### config.mk
export PLATFORM = sky130hd
export DESIGN_NAME = ram_write_loader
export DESIGN_NICKNAME = d
export VERILOG_FILES = /design/src/rtl/ram_pkg.sv /design/src/rtl/ram_write_loader.sv
export SDC_FILE = /design/constraint.sdc
export NUM_CORES = 1
export LEC_CHECK = 0
export BUFFER_PORTS_ARGS = -buffer_cell sky130_fd_sc_hd__buf_4
export CAP_MARGIN = 20
export CORE_MARGIN = 4
export CORE_UTILIZATION = 26
export DETAILED_ROUTE_END_ITERATION = 7
export GPL_TIMING_DRIVEN = 0
export HOLD_SLACK_MARGIN = 0.1
export PLACE_DENSITY = 0.4
export SLEW_MARGIN = 20
export SYNTH_ARGS = -nofsm -noshare
export SYNTH_HDL_FRONTEND = slang
export SYNTH_SLANG_ARGS = --single-unit
### constraint.sdc
create_clock -name clk -period 8.2 [get_ports clk]
set_input_delay 0.41 -clock clk [delete_from_list [all_inputs] [get_ports clk]]
set_output_delay 0.41 -clock clk [all_outputs]
set_load 0.02 [all_outputs]
### src/rtl/ram_pkg.sv
// Shared widths, FSM encoding and memory request payload for the RAM write loader
// and the memory model that sits behind it.
package ram_pkg;
    localparam int unsigned DATA_W = 16;
    localparam int unsigned ADDR_W = 3;
    localparam int unsigned DEPTH  = 8;
    localparam int unsigned CNT_W  = ADDR_W + 1;

    typedef enum logic [2:0] {
        IDLE       = 3'd0,
        WRITE      = 3'd1,
        VERIFY_RD  = 3'd2,
        VERIFY_CMP = 3'd3,
        DONE       = 3'd4
    } state_t;

    typedef struct packed {
        logic              en;
        logic              r_w;
        logic [ADDR_W-1:0] addr;
        logic [DATA_W-1:0] din;
    } mem_req_t;

    // Bursts longer than the memory are limited to one full pass.
    function automatic logic [CNT_W-1:0] clamp_count(input logic [CNT_W-1:0] cnt);
        return (cnt > CNT_W'(DEPTH)) ? CNT_W'(DEPTH) : cnt;
    endfunction
endpackage

### src/rtl/ram_write_loader.sv
// Streams a burst of words into a single-port RAM, optionally reading the burst
// back and comparing it against an internal shadow copy.
module ram_write_loader
    import ram_pkg::*;
(
    input  logic              clk,
    input  logic              reset,
    input  logic              start,
    input  logic [ADDR_W-1:0] base_addr,
    input  logic [ADDR_W:0]   count,
    input  logic              verify_en,
    input  logic              in_valid,
    input  logic [DATA_W-1:0] in_data,
    output logic              in_ready,
    output logic              mem_enable,
    output logic              mem_r_w,
    output logic [ADDR_W-1:0] mem_addr,
    output logic [DATA_W-1:0] mem_din,
    input  logic [DATA_W-1:0] mem_dout,
    output logic              busy,
    output logic              done,
    output logic              error,
    output logic [ADDR_W-1:0] err_addr
);

    state_t            state, state_nx;
    logic [ADDR_W-1:0] base_q, base_nx;
    logic [ADDR_W-1:0] addr_q, addr_nx;
    logic [CNT_W-1:0]  len_q, len_nx;
    logic [CNT_W-1:0]  rem_q, rem_nx;
    logic              verify_q, verify_nx;
    mem_req_t          req_q, req_nx;
    logic              in_ready_nx, busy_nx, done_nx, error_nx;
    logic [ADDR_W-1:0] err_addr_nx;
    logic [CNT_W-1:0]  clamped;
    logic              shadow_we;
    logic [DATA_W-1:0] shadow [DEPTH];

    // State and registered outputs.
    always_ff @(posedge clk) begin
        if (reset) begin
            state    <= IDLE;
            base_q   <= '0;
            addr_q   <= '0;
            len_q    <= '0;
            rem_q    <= '0;
            verify_q <= 1'b0;
            req_q    <= '0;
            in_ready <= 1'b0;
            busy     <= 1'b0;
            done     <= 1'b0;
            error    <= 1'b0;
            err_addr <= '0;
        end else begin
            state    <= state_nx;
            base_q   <= base_nx;
            addr_q   <= addr_nx;
            len_q    <= len_nx;
            rem_q    <= rem_nx;
            verify_q <= verify_nx;
            req_q    <= req_nx;
            in_ready <= in_ready_nx;
            busy     <= busy_nx;
            done     <= done_nx;
            error    <= error_nx;
            err_addr <= err_addr_nx;
        end
    end

    // Shadow copy of every accepted word, used as the verify reference.
    always_ff @(posedge clk) begin
        if (shadow_we && !reset) begin
            shadow[addr_q] <= in_data;
        end
    end

    // Next state; addr_q is the write pointer in WRITE and the read pointer in verify.
    always_comb begin
        state_nx    = state;
        base_nx     = base_q;
        addr_nx     = addr_q;
        len_nx      = len_q;
        rem_nx      = rem_q;
        verify_nx   = verify_q;
        req_nx      = '0;
        error_nx    = error;
        err_addr_nx = err_addr;
        shadow_we   = 1'b0;
        clamped     = clamp_count(count);

        case (state)
            IDLE: begin
                if (start) begin
                    base_nx     = base_addr;
                    addr_nx     = base_addr;
                    len_nx      = clamped;
                    rem_nx      = clamped;
                    verify_nx   = verify_en;
                    error_nx    = 1'b0;
                    err_addr_nx = '0;
                    state_nx    = (clamped == '0) ? DONE : WRITE;
                end
            end
            WRITE: begin
                if (in_valid && in_ready) begin
                    shadow_we = 1'b1;
                    req_nx    = '{en: 1'b1, r_w: 1'b1, addr: addr_q, din: in_data};
                    addr_nx   = addr_q + ADDR_W'(1);
                    rem_nx    = rem_q - CNT_W'(1);
                    if (rem_q == CNT_W'(1)) begin
                        if (verify_q) begin
                            state_nx = VERIFY_RD;
                            addr_nx  = base_q;
                            rem_nx   = len_q;
                        end else begin
                            state_nx = DONE;
                        end
                    end
                end
            end
            VERIFY_RD: begin
                req_nx   = '{en: 1'b1, r_w: 1'b0, addr: addr_q, din: '0};
                state_nx = VERIFY_CMP;
            end
            VERIFY_CMP: begin
                // Only the first mismatch of a burst is recorded.
                if ((mem_dout != shadow[addr_q]) && !error) begin
                    error_nx    = 1'b1;
                    err_addr_nx = addr_q;
                end
                addr_nx  = addr_q + ADDR_W'(1);
                rem_nx   = rem_q - CNT_W'(1);
                state_nx = (rem_q == CNT_W'(1)) ? DONE : VERIFY_RD;
            end
            DONE: begin
                state_nx = IDLE;
            end
            default: begin
                state_nx = IDLE;
            end
        endcase

        in_ready_nx = (state_nx == WRITE);
        busy_nx     = (state_nx != IDLE);
        done_nx     = (state_nx == DONE);
    end

    assign mem_enable = req_q.en;
    assign mem_r_w    = req_q.r_w;
    assign mem_addr   = req_q.addr;
    assign mem_din    = req_q.din;

endmodule
# Word level (Yosys, flattened, before mapping)
# Memory sizes are Yosys's and may differ from the RTL's. A register that Yosys moved wholly into a read port is not among the register bits.
# Cells that the tools add are included.
dict set report classes {
  mux 32
  mul 0
  eq_ne 10
  n_addsub 2
  n_div 0
  n_bitwise 0
  order_cmp 1
  n_shift 0
  n_reduce_logical 13
}
# op count
set ops {}
lappend ops {{3-bit two-way mux} 14}
lappend ops {{21-bit case mux with 2 select lines} 1}
lappend ops {{21-bit two-way mux} 1}
lappend ops {{4-bit two-way mux} 5}
lappend ops {{16-bit inequality test} 1}
lappend ops {{3-bit case mux with 4 select lines} 1}
lappend ops {{4-bit case mux with 3 select lines} 1}
lappend ops {{3-bit case mux with 3 select lines} 1}
lappend ops {{3-bit by 1-bit equality test with 1-bit output (second input constant)} 2}
lappend ops {{3-bit by 2-bit equality test with 1-bit output (second input constant)} 2}
lappend ops {{1-bit two-way mux} 6}
lappend ops {{2-bit inequality test (second input constant)} 3}
lappend ops {{3-bit case mux with 2 select lines} 1}
lappend ops {{3-bit AND reduction} 2}
lappend ops {{3-bit nonzero test} 2}
lappend ops {{4-bit by 1-bit equality test with 1-bit output (second input constant)} 1}
lappend ops {{4-bit greater-than comparator (second input constant)} 1}
lappend ops {{4-bit zero test} 1}
lappend ops {{4-bit by 1-bit subtractor with 4-bit output (second input constant)} 1}
lappend ops {{3-bit by 1-bit adder with 3-bit output (second input constant)} 1}
lappend ops {{3-bit equality test (second input constant)} 1}
lappend ops {{1-bit logical AND} 3}
lappend ops {{3-bit zero test} 1}
lappend ops {{1-bit zero test} 2}
lappend ops {{3 further kinds} 3}
dict set report totals {
  out_inout_bits 28
  romBits 0
  in_bits 44
  ff_bits 46
  latchBits 0
  wordCells 74
  ram_bits 128
  n_memories 1
}
# memory depth word_bits rd rd_clocked_by_memory_dff wr line_no
set mem_list {}
lappend mem_list {shadow 8 16 1 1 1 ram_write_loader.sv:37} ;# logic [DATA_W-1:0] shadow [DEPTH];

# Longest topological paths before layout
# Gate-level depths: netlist (run 1).
dict set report depth {
  ltp_word 7
  mapped_depth 10
  ltp_nobuf 9
}

# Least setup slack after synthesis (run 1)
# OpenSTA, ideal clock, no wires.
dict set report synth_timing {
  kind {flip-flop to flip-flop}
  startpoint {register in_ready}
  endpoint {memory shadow[0][0], enable pin}
  period_less_slack_ns 2.837
  n_path_buf 0
  required_ns 7.770
  setup_time_ns 0.430
  arrival_time_ns 2.407
  path_stages_with_launch 5
  setup_slack_ns 5.363
  cell_sequence {dfxtp_1 nand2_1 nor2_1 nand2_1 nor4_1}
}
dict set report synth_via {
  elab_chain_cells 6
}
# element line_no
set synth_rtl {}
lappend synth_rtl {{from (decl)} ram_write_loader.sv:14} ;# output logic in_ready,
lappend synth_rtl {{from (signal assigned)} ram_write_loader.sv:62} ;# in_ready <= in_ready_nx;
lappend synth_rtl {{1-bit logical AND} ram_write_loader.sv:105} ;# if (in_valid && in_ready) begin
lappend synth_rtl {{1-bit two-way mux} ram_write_loader.sv:105}
lappend synth_rtl {{1-bit two-way mux} ram_write_loader.sv:91} ;# case (state)
lappend synth_rtl {{1-bit logical AND} ram_write_loader.sv:72} ;# if (shadow_we && !reset) begin
lappend synth_rtl {{1-bit two-way mux} ram_write_loader.sv:72}
lappend synth_rtl {{1-bit two-way mux (implied by the code)} ram_write_loader.sv:73} ;# shadow[addr_q] <= in_data;
lappend synth_rtl {{to (decl)} ram_write_loader.sv:37}
# Every way passes these cells.

==> flow_metrics.env, run 1 <==
export IMPL_status="finished, final reports clean"
export IMPL_via_count=3874
export IMPL_drt_iter0_drc=285
export IMPL_required_ns=8.54
export IMPL_fp_dieW_um=170
export IMPL_synth_xor_area_share_pct=2.05
export IMPL_timing_final_hold_violations=0
export IMPL_yosysSeqAreaShare_pct=70.5
export IMPL_avgSynthCellArea_sq_um=16.3
export IMPL_worstSetupEndpoint="err_addr[0]"
export IMPL_ios=72
export IMPL_root_buffer="clkbuf_16"
export IMPL_area_growth_pct=24.0
export IMPL_fillCellCount=2566
export IMPL_rrSetupSlack_ns=4.50
export IMPL_place_congestion=0.773
export IMPL_power_leakage_nw=2.83
export IMPL_endpoint_kind="flop"
export IMPL_synthCells=421
export IMPL_synth_fa_ha_area_share_pct=0.549
export IMPL_num_antenna_cells=0
export IMPL_track_usage_pct=11.4
export IMPL_critical_path_top_delay_family="buffers and inverters"
export IMPL_path_depth=8
export IMPL_p_clk_share_pct=40.6
export IMPL_synth_top_family_by_area="multiplexers"
export IMPL_cts_made_buffers=17
export IMPL_wire_per_inst_um=18.4
export IMPL_ctsHoldBuffers=0
export IMPL_drc=0
export IMPL_synth_compound_area_share_pct=4.15
export IMPL_p_int_mw=1.47
export IMPL_ctsResizeCount=0
export IMPL_worstPathCellList="clkbuf_1 -> clkbuf_1 -> mux2i_1 -> xor2_1 -> nand4_1 -> nor4_1 -> o211ai_1 -> a21oi_1"
export IMPL_pwr_share_seq_pct=51.2
export IMPL_syn_nets=468
export IMPL_grt_pass1_vias=4043
export IMPL_clkLatencyLatePin_ns=0.42
export IMPL_nNetsFinal=568
export IMPL_yosys_area_share_simple_pct=7.90
export IMPL_final_area_sq_um=8490
export IMPL_critPathKind="flop to flop"
export IMPL_p_sw_uw=432
export IMPL_multi_input_area_sq_um=1940
export IMPL_cts_clk_slew_worst_paths_ns=0.07
export IMPL_place_hpwl_mm=11.1
export IMPL_drt_total_wl_mm=16.0
export IMPL_synth_area_sq_um=6840
export IMPL_ir_drop_mv=0.0915
export IMPL_combPwrFrac_pct=8.2
export IMPL_numPortBuffers=70
export IMPL_overflow=0
export IMPL_register_area_sq_um=4820
export IMPL_slew_viol_final=0
export IMPL_cp_slowest_stage_delay_ns=0.85
export IMPL_setup_viol=0
export IMPL_r2r_end="err_addr[0]"
export IMPL_path_common_cell="clkbuf_1"
export IMPL_p_sw_share_pct=22.7
export IMPL_max_cap_violations=0
export IMPL_max_freq_ghz=0.270
export IMPL_max_slew_margin_pct=28.8
export IMPL_core_rowCount=59
export IMPL_final_core_util_pct=32.7
export IMPL_timing_setup_tns_ns=0
export IMPL_place_area_sq_um=7920
export IMPL_dieHeight_um=170
export IMPL_grt_pass1_wl_mm=24.3
export IMPL_post_route_period_util_pct=45.2
export IMPL_crit_slowest_cell="clkbuf_1"
export IMPL_finClkSkew_ns=0.0154
export IMPL_yosys_register_bits=177
export IMPL_hold_path_class="input pin to flop"
export IMPL_post_cts_setup_buffer_count=0
export IMPL_antenna_found_initial=1
export IMPL_cts_tree="done"
export IMPL_drt_pass1_iter_count=4
export IMPL_ff2ff_path_depth=8
export IMPL_power_density_nw_per_um2=225
export IMPL_synthMuxAreaShare_pct=13.0
export IMPL_worst_path_max_fanout=10
export IMPL_cp_arrival_ns=4.04
export IMPL_synth_cell_types=34
export IMPL_die_area_sq_um=29000
export IMPL_yosys_warnings=0
export IMPL_clockBufferDepth=2
export IMPL_vias_per_cell=4.46
export IMPL_grt_max_degree=17
export IMPL_core_area_sq_um=26000
export IMPL_postRouteAntennaNets=0
export IMPL_worst_slew_pin_slew_ns=1.07
export IMPL_start_kind="flop"
export IMPL_drive_gt1_share_pct=29.2
export IMPL_cts_num_sinks=177
export IMPL_period_needed_ns=3.70
export IMPL_initial_utilization_pct=26.3
export IMPL_rsz0062_at_grt="false"
export IMPL_h_tree_depth=4
export IMPL_critical_path_buf_inv_count=2
## cell families (layout without fill, tap and decap cells)
group	count (synthesis)	count (layout)
adders and majority gates	3	3
xor gates and xnor gates	16	16
and+or+nand+nor	103	103
buffers and inverters	26	139
DFF	177	177
muxes	49	49
AOI/OAI and AO/OA	47	47
## power by group through the flow
stage                     combinational (mW)  clock (mW)  sequential [mW]
after floorplan                       0.0957           0            0.996
after global placement                 0.158           0            0.995
after detailed placement               0.161           0            0.995
after CTS                              0.161       0.798            0.975
after global routing                   0.174       0.839            0.976
final                                  0.157       0.774            0.975
## how the worst min path moves through the flow
stage                     from      endpoint  depth (start not counted)
finish              in_data[5]  shadow[6][5]                          1
global placement     base_q[2]     base_q[2]                          2
floorplan            base_q[1]     base_q[1]                          2
detailed placement   base_q[2]     base_q[2]                          2
CTS                 in_data[5]  shadow[4][5]                          1
global route        in_data[5]  shadow[6][5]                          1
## synthesized netlist by cell type
| cell type | count | area (sq um) |
|---|---|---|
| inv_1 | 5 | 18.8 |
| or4b_2 | 1 | 10.0 |
| and2_1 | 19 | 119 |
| nand2b_1 | 5 | 31.3 |
| buf_4 | 1 | 7.51 |
| clkbuf_1 | 13 | 48.8 |
| nand4_1 | 5 | 31.3 |
| nand2_1 | 26 | 97.6 |
| o21ai_0 | 3 | 15.0 |
| edfxtp_1 | 128 | 3840 |
| o211ai_1 | 10 | 75.1 |
| a41oi_1 | 1 | 8.76 |
| and3_1 | 1 | 6.26 |
| xor2_1 | 16 | 140 |
| o31ai_1 | 1 | 7.51 |
| dfxtp_1 | 49 | 981 |
| or3_1 | 3 | 18.8 |
| or4_4 | 1 | 11.3 |
| nor4b_1 | 1 | 8.76 |
| nor2_1 | 14 | 52.6 |
| mux2i_1 | 17 | 170 |
| nand3b_1 | 1 | 7.51 |
| a21oi_1 | 25 | 125 |
| nor4_1 | 3 | 18.8 |
| nor3_1 | 11 | 55.1 |
| mux4_2 | 32 | 721 |
| o21bai_1 | 1 | 7.51 |
| nand3_1 | 5 | 25.0 |
| nor2b_1 | 4 | 25.0 |
| buf_6 | 3 | 33.8 |
| ha_1 | 3 | 37.5 |
| nor3b_1 | 3 | 22.5 |
| buf_1 | 4 | 15.0 |
| a211oi_1 | 6 | 45.0 |
## area by class of cell
cell class | instances | share of cell area [%]
Sequential cell | 177 | 56.8
Timing Repair Buffer | 81 | 7.22
Clock inverter | 12 | 1.27
Buffer | 21 | 1.24
Clock buffer | 20 | 5.38
Inverter | 5 | 0.221
Tap cell | 335 | 4.94
Multi-Input combinational cell | 218 | 22.9
## flip-flops by register name, summed over array words and instances, names as in the netlist, named ones only
| register | cells |
|---|---|
| shadow | 128 |
| mem_din | 16 |
| len_q | 4 |
| rem_q | 4 |
| addr_q | 3 |
| base_q | 3 |
| err_addr | 3 |
| mem_addr | 3 |
| state | 3 |
| busy | 1 |
| done | 1 |
| error | 1 |
| in_ready | 1 |
| mem_enable | 1 |
| mem_r_w | 1 |
| verify_q | 1 |
## metal layers
layer	GRT usage, %	vias up	routed length (um)
met5	0	-	0
met4	3.02	0	147
met3	2.46	8	687
met2	18.7	90	7760
met1	15.4	1955	7440
li1	-	1821	-
## metrics by stage
stage	total power [mW]	hold WS, ns	worst slack, ns	cells
CTS	1.93	0.210	4.39	869
detailed placement	1.16	0.451	4.42	837
finish	1.91	0.231	4.50	869
floorplan	1.09	0.436	5.36	421
global route	1.99	0.208	4.22	869
global placement	1.15	0.448	3.34	826
## placed cells by master, fill, tap and decap left out, drive strengths merged, types with 3 or more instances in the layout
cell,count
nor3b,3
edfxtp,128
buf,89
nor4,3
a21oi,25
nand2b,5
nand4,5
xor2,16
nor2b,4
mux2i,17
dfxtp,49
ha,3
o211ai,10
inv,7
clkbuf,33
mux4,32
nor3,11
nand3,5
and2,19
clkinvlp,4
o21ai,3
clkinv,5
nand2,26
a211oi,6
nor2,14
or3,3
Note: power is estimated with default switching activity, not from simulation.
==> run 2: changes to the inputs <==
Clock period 8.2 ns to 3.73 ns, I/O delays scaled along.
==> run 2 against run 1 <==
  * Routed wire length rose by 0.54%
  * Setup slack lost 4.1 ns
  * Global-route usage is 0.059 points higher
  * First-iteration DRC count fell by 14%
  * Cell area up 2.8%
  * Clock skew is 0.0022 ns lower
  * Die area unchanged
  * Non-clock buffer count is 24 higher
  * Power grew 120%
  * Hold slack lost 0.061 ns
  * Final cell count is 2.8% higher
  * Utilization is 0.93 points higher
  * Critical path type unchanged
  * Critical endpoint unchanged
  * Largest cell class unchanged
  * Largest power group unchanged
==> flow_metrics.env, run 2 (synthesis results as in run 1) <==
export IMPL_status="finished, final reports clean"
export IMPL_crit_slowest_cell="nor4_1"
export IMPL_gr_usage_met1_pct=15.5
export IMPL_ir_drop_mv=0.202
export IMPL_cp_slowest_stage_delay_ns=0.73
export IMPL_fp_dieW_um=170
export IMPL_worstPathCellList="buf_1 -> mux4_2 -> mux2i_1 -> xor2_1 -> nand4_1 -> nor4_1 -> o211ai_1 -> a21oi_1"
export IMPL_power_density_nw_per_um2=482
export IMPL_clkLatencyLatePin_ns=0.42
export IMPL_core_rowCount=59
export IMPL_worst_path_max_fanout=10
export IMPL_critical_path_top_delay_family="simple AND/OR/NAND/NOR gates"
export IMPL_grt_pass1_wl_mm=24.5
export IMPL_root_buffer="clkbuf_16"
export IMPL_place_hpwl_mm=11.1
export IMPL_drive_gt1_share_pct=28.1
export IMPL_core_area_sq_um=26000
export IMPL_register_area_sq_um=4820
export IMPL_drt_pass1_iter_count=4
export IMPL_power_leakage_nw=2.94
export IMPL_initial_utilization_pct=26.3
export IMPL_finalPower_mw=4.21
export IMPL_critical_path_buf_inv_count=1
export IMPL_dieHeight_um=170
export IMPL_max_cap_violations=0
export IMPL_cts_clk_slew_worst_paths_ns=0.06
export IMPL_area_growth_pct=27.6
export IMPL_clockBufferDepth=2
export IMPL_track_usage_pct=11.4
export IMPL_drt_iter0_drc=246
export IMPL_setup_ws_ns=0.362
export IMPL_multi_input_area_sq_um=1940
export IMPL_post_place_ws_ns=-0.0542
export IMPL_nNetsFinal=592
export IMPL_wire_per_inst_um=18.0
export IMPL_drc=0
export IMPL_met2_usage_pct=18.8
export IMPL_via_count=3950
export IMPL_critPathKind="flop to flop"
export IMPL_required_ns=4.07
export IMPL_cp_arrival_ns=3.70
export IMPL_post_cts_setup_buffer_count=0
export IMPL_timing_final_hold_violations=0
export IMPL_h_tree_depth=4
export IMPL_cts_num_sinks=177
export IMPL_largest_reg_flops=128
export IMPL_worst_slew_pin_slew_ns=0.777
export IMPL_overflow=0
export IMPL_die_area_sq_um=29000
export IMPL_max_slew_margin_pct=47.9
export IMPL_num_antenna_cells=0
export IMPL_hold_path_class="input pin to flop"
export IMPL_antenna_found_initial=1
export IMPL_numPortBuffers=70
export IMPL_cts_made_buffers=17
export IMPL_final_core_util_pct=33.6
export IMPL_mostFrequentLayoutCells="128 x edfxtp_1, 79 x buf_4, 49 x dfxtp_1"
export IMPL_top_usage_layer="met2"
export IMPL_cts_tree="done"
export IMPL_start_kind="flop"
export IMPL_drt_total_wl_mm=16.1
export IMPL_postRouteAntennaNets=0
export IMPL_rrSetupSlack_ns=0.36
export IMPL_final_common_cell="edfxtp_1"
export IMPL_max_freq_ghz=0.297
export IMPL_fillCellCount=2555
export IMPL_grt_max_degree=17
export IMPL_slew_viol_final=0
export IMPL_grt_pass1_vias=4095
export IMPL_met3_usage_pct=2.46
export IMPL_setup_viol=0
export IMPL_timing_setup_tns_ns=0
export IMPL_post_route_period_util_pct=90.3
export IMPL_period_needed_ns=3.37
export IMPL_endpoint_kind="flop"
export IMPL_vias_per_cell=4.42
export IMPL_rsz0062_at_grt="false"
export IMPL_finClkSkew_ns=0.0132
export IMPL_hold_start="in_valid"
export IMPL_largest_register="shadow"
export IMPL_ios=72
export IMPL_place_congestion=0.773
[run 2: changes by cell type in the layout (fill, tap and decap cells not counted)]
cell / previous run / this run
clkbuf_1: 14 / 13
dlygate4sd3_1: 0 / 24
clkbuf_2: 0 / 1
[run 2: report_power, final]
group / total [mW] / internal [mW] / switching [mW]
clock network: 1.70 / 0.956 / 0.745
registers: 2.14 / 2.13 / 0.0171
logic: 0.364 / 0.172 / 0.192
total: 4.21 / 3.26 / 0.954
[run 2: routing by layer]
metal | share of wire, % | up-vias
met5 | 0 | -
li1 | - | 1869
met3 | 4.2 | 8
met4 | 0.91 | 0
met1 | 47 | 1988
met2 | 48 | 85
[run 2: path summary, 6_finish.rpt]
check,to,cells after the start
setup / recovery,err_addr[0],8
hold / removal,mem_enable,3
setup reg to reg,err_addr[0],8
hold reg to reg,base_q[0],2
[run 2: worst reg2reg max path: cells and delay by family (launching register included)]
kind / cells / cell delay, ns
XOR/XNOR: 1 / 0.36
buffers and inverters: 1 / 0.54
multiplexers: 2 / 0.59
AND/OR/NAND/NOR: 2 / 1.02
AO/OA/AOI/OAI: 2 / 0.34
flip-flops: 1 / 0.45
[run 2: timing repair]
item                                    4_1_cts  5_1_grt
endpoints found under the setup margin        3        0
gates resized for setup                       1        0
hold buffers                                 24        0
hold endpoints to repair                    151        0
[run 2: cell type report]
cell class / instances / area share [%]
clock buffers: 20 / 5.23
plain buffers: 21 / 1.22
multi-input cells: 218 / 22.2
clock inverters: 12 / 1.23
repair buffers: 105 / 9.78
flip-flops and latches: 177 / 55.3
well taps: 335 / 4.80
inverters: 5 / 0.215
[run 2: through the flow]
stage / area, sq um / hold slack, ns / std cells
finish: 8730 / 0.169 / 893
global route: 8730 / 0.183 / 893
CTS: 8730 / 0.147 / 893
detailed placement: 7920 / 0.432 / 837
global placement: 7790 / 0.427 / 826
floorplan: 6840 / 0.285 / 421
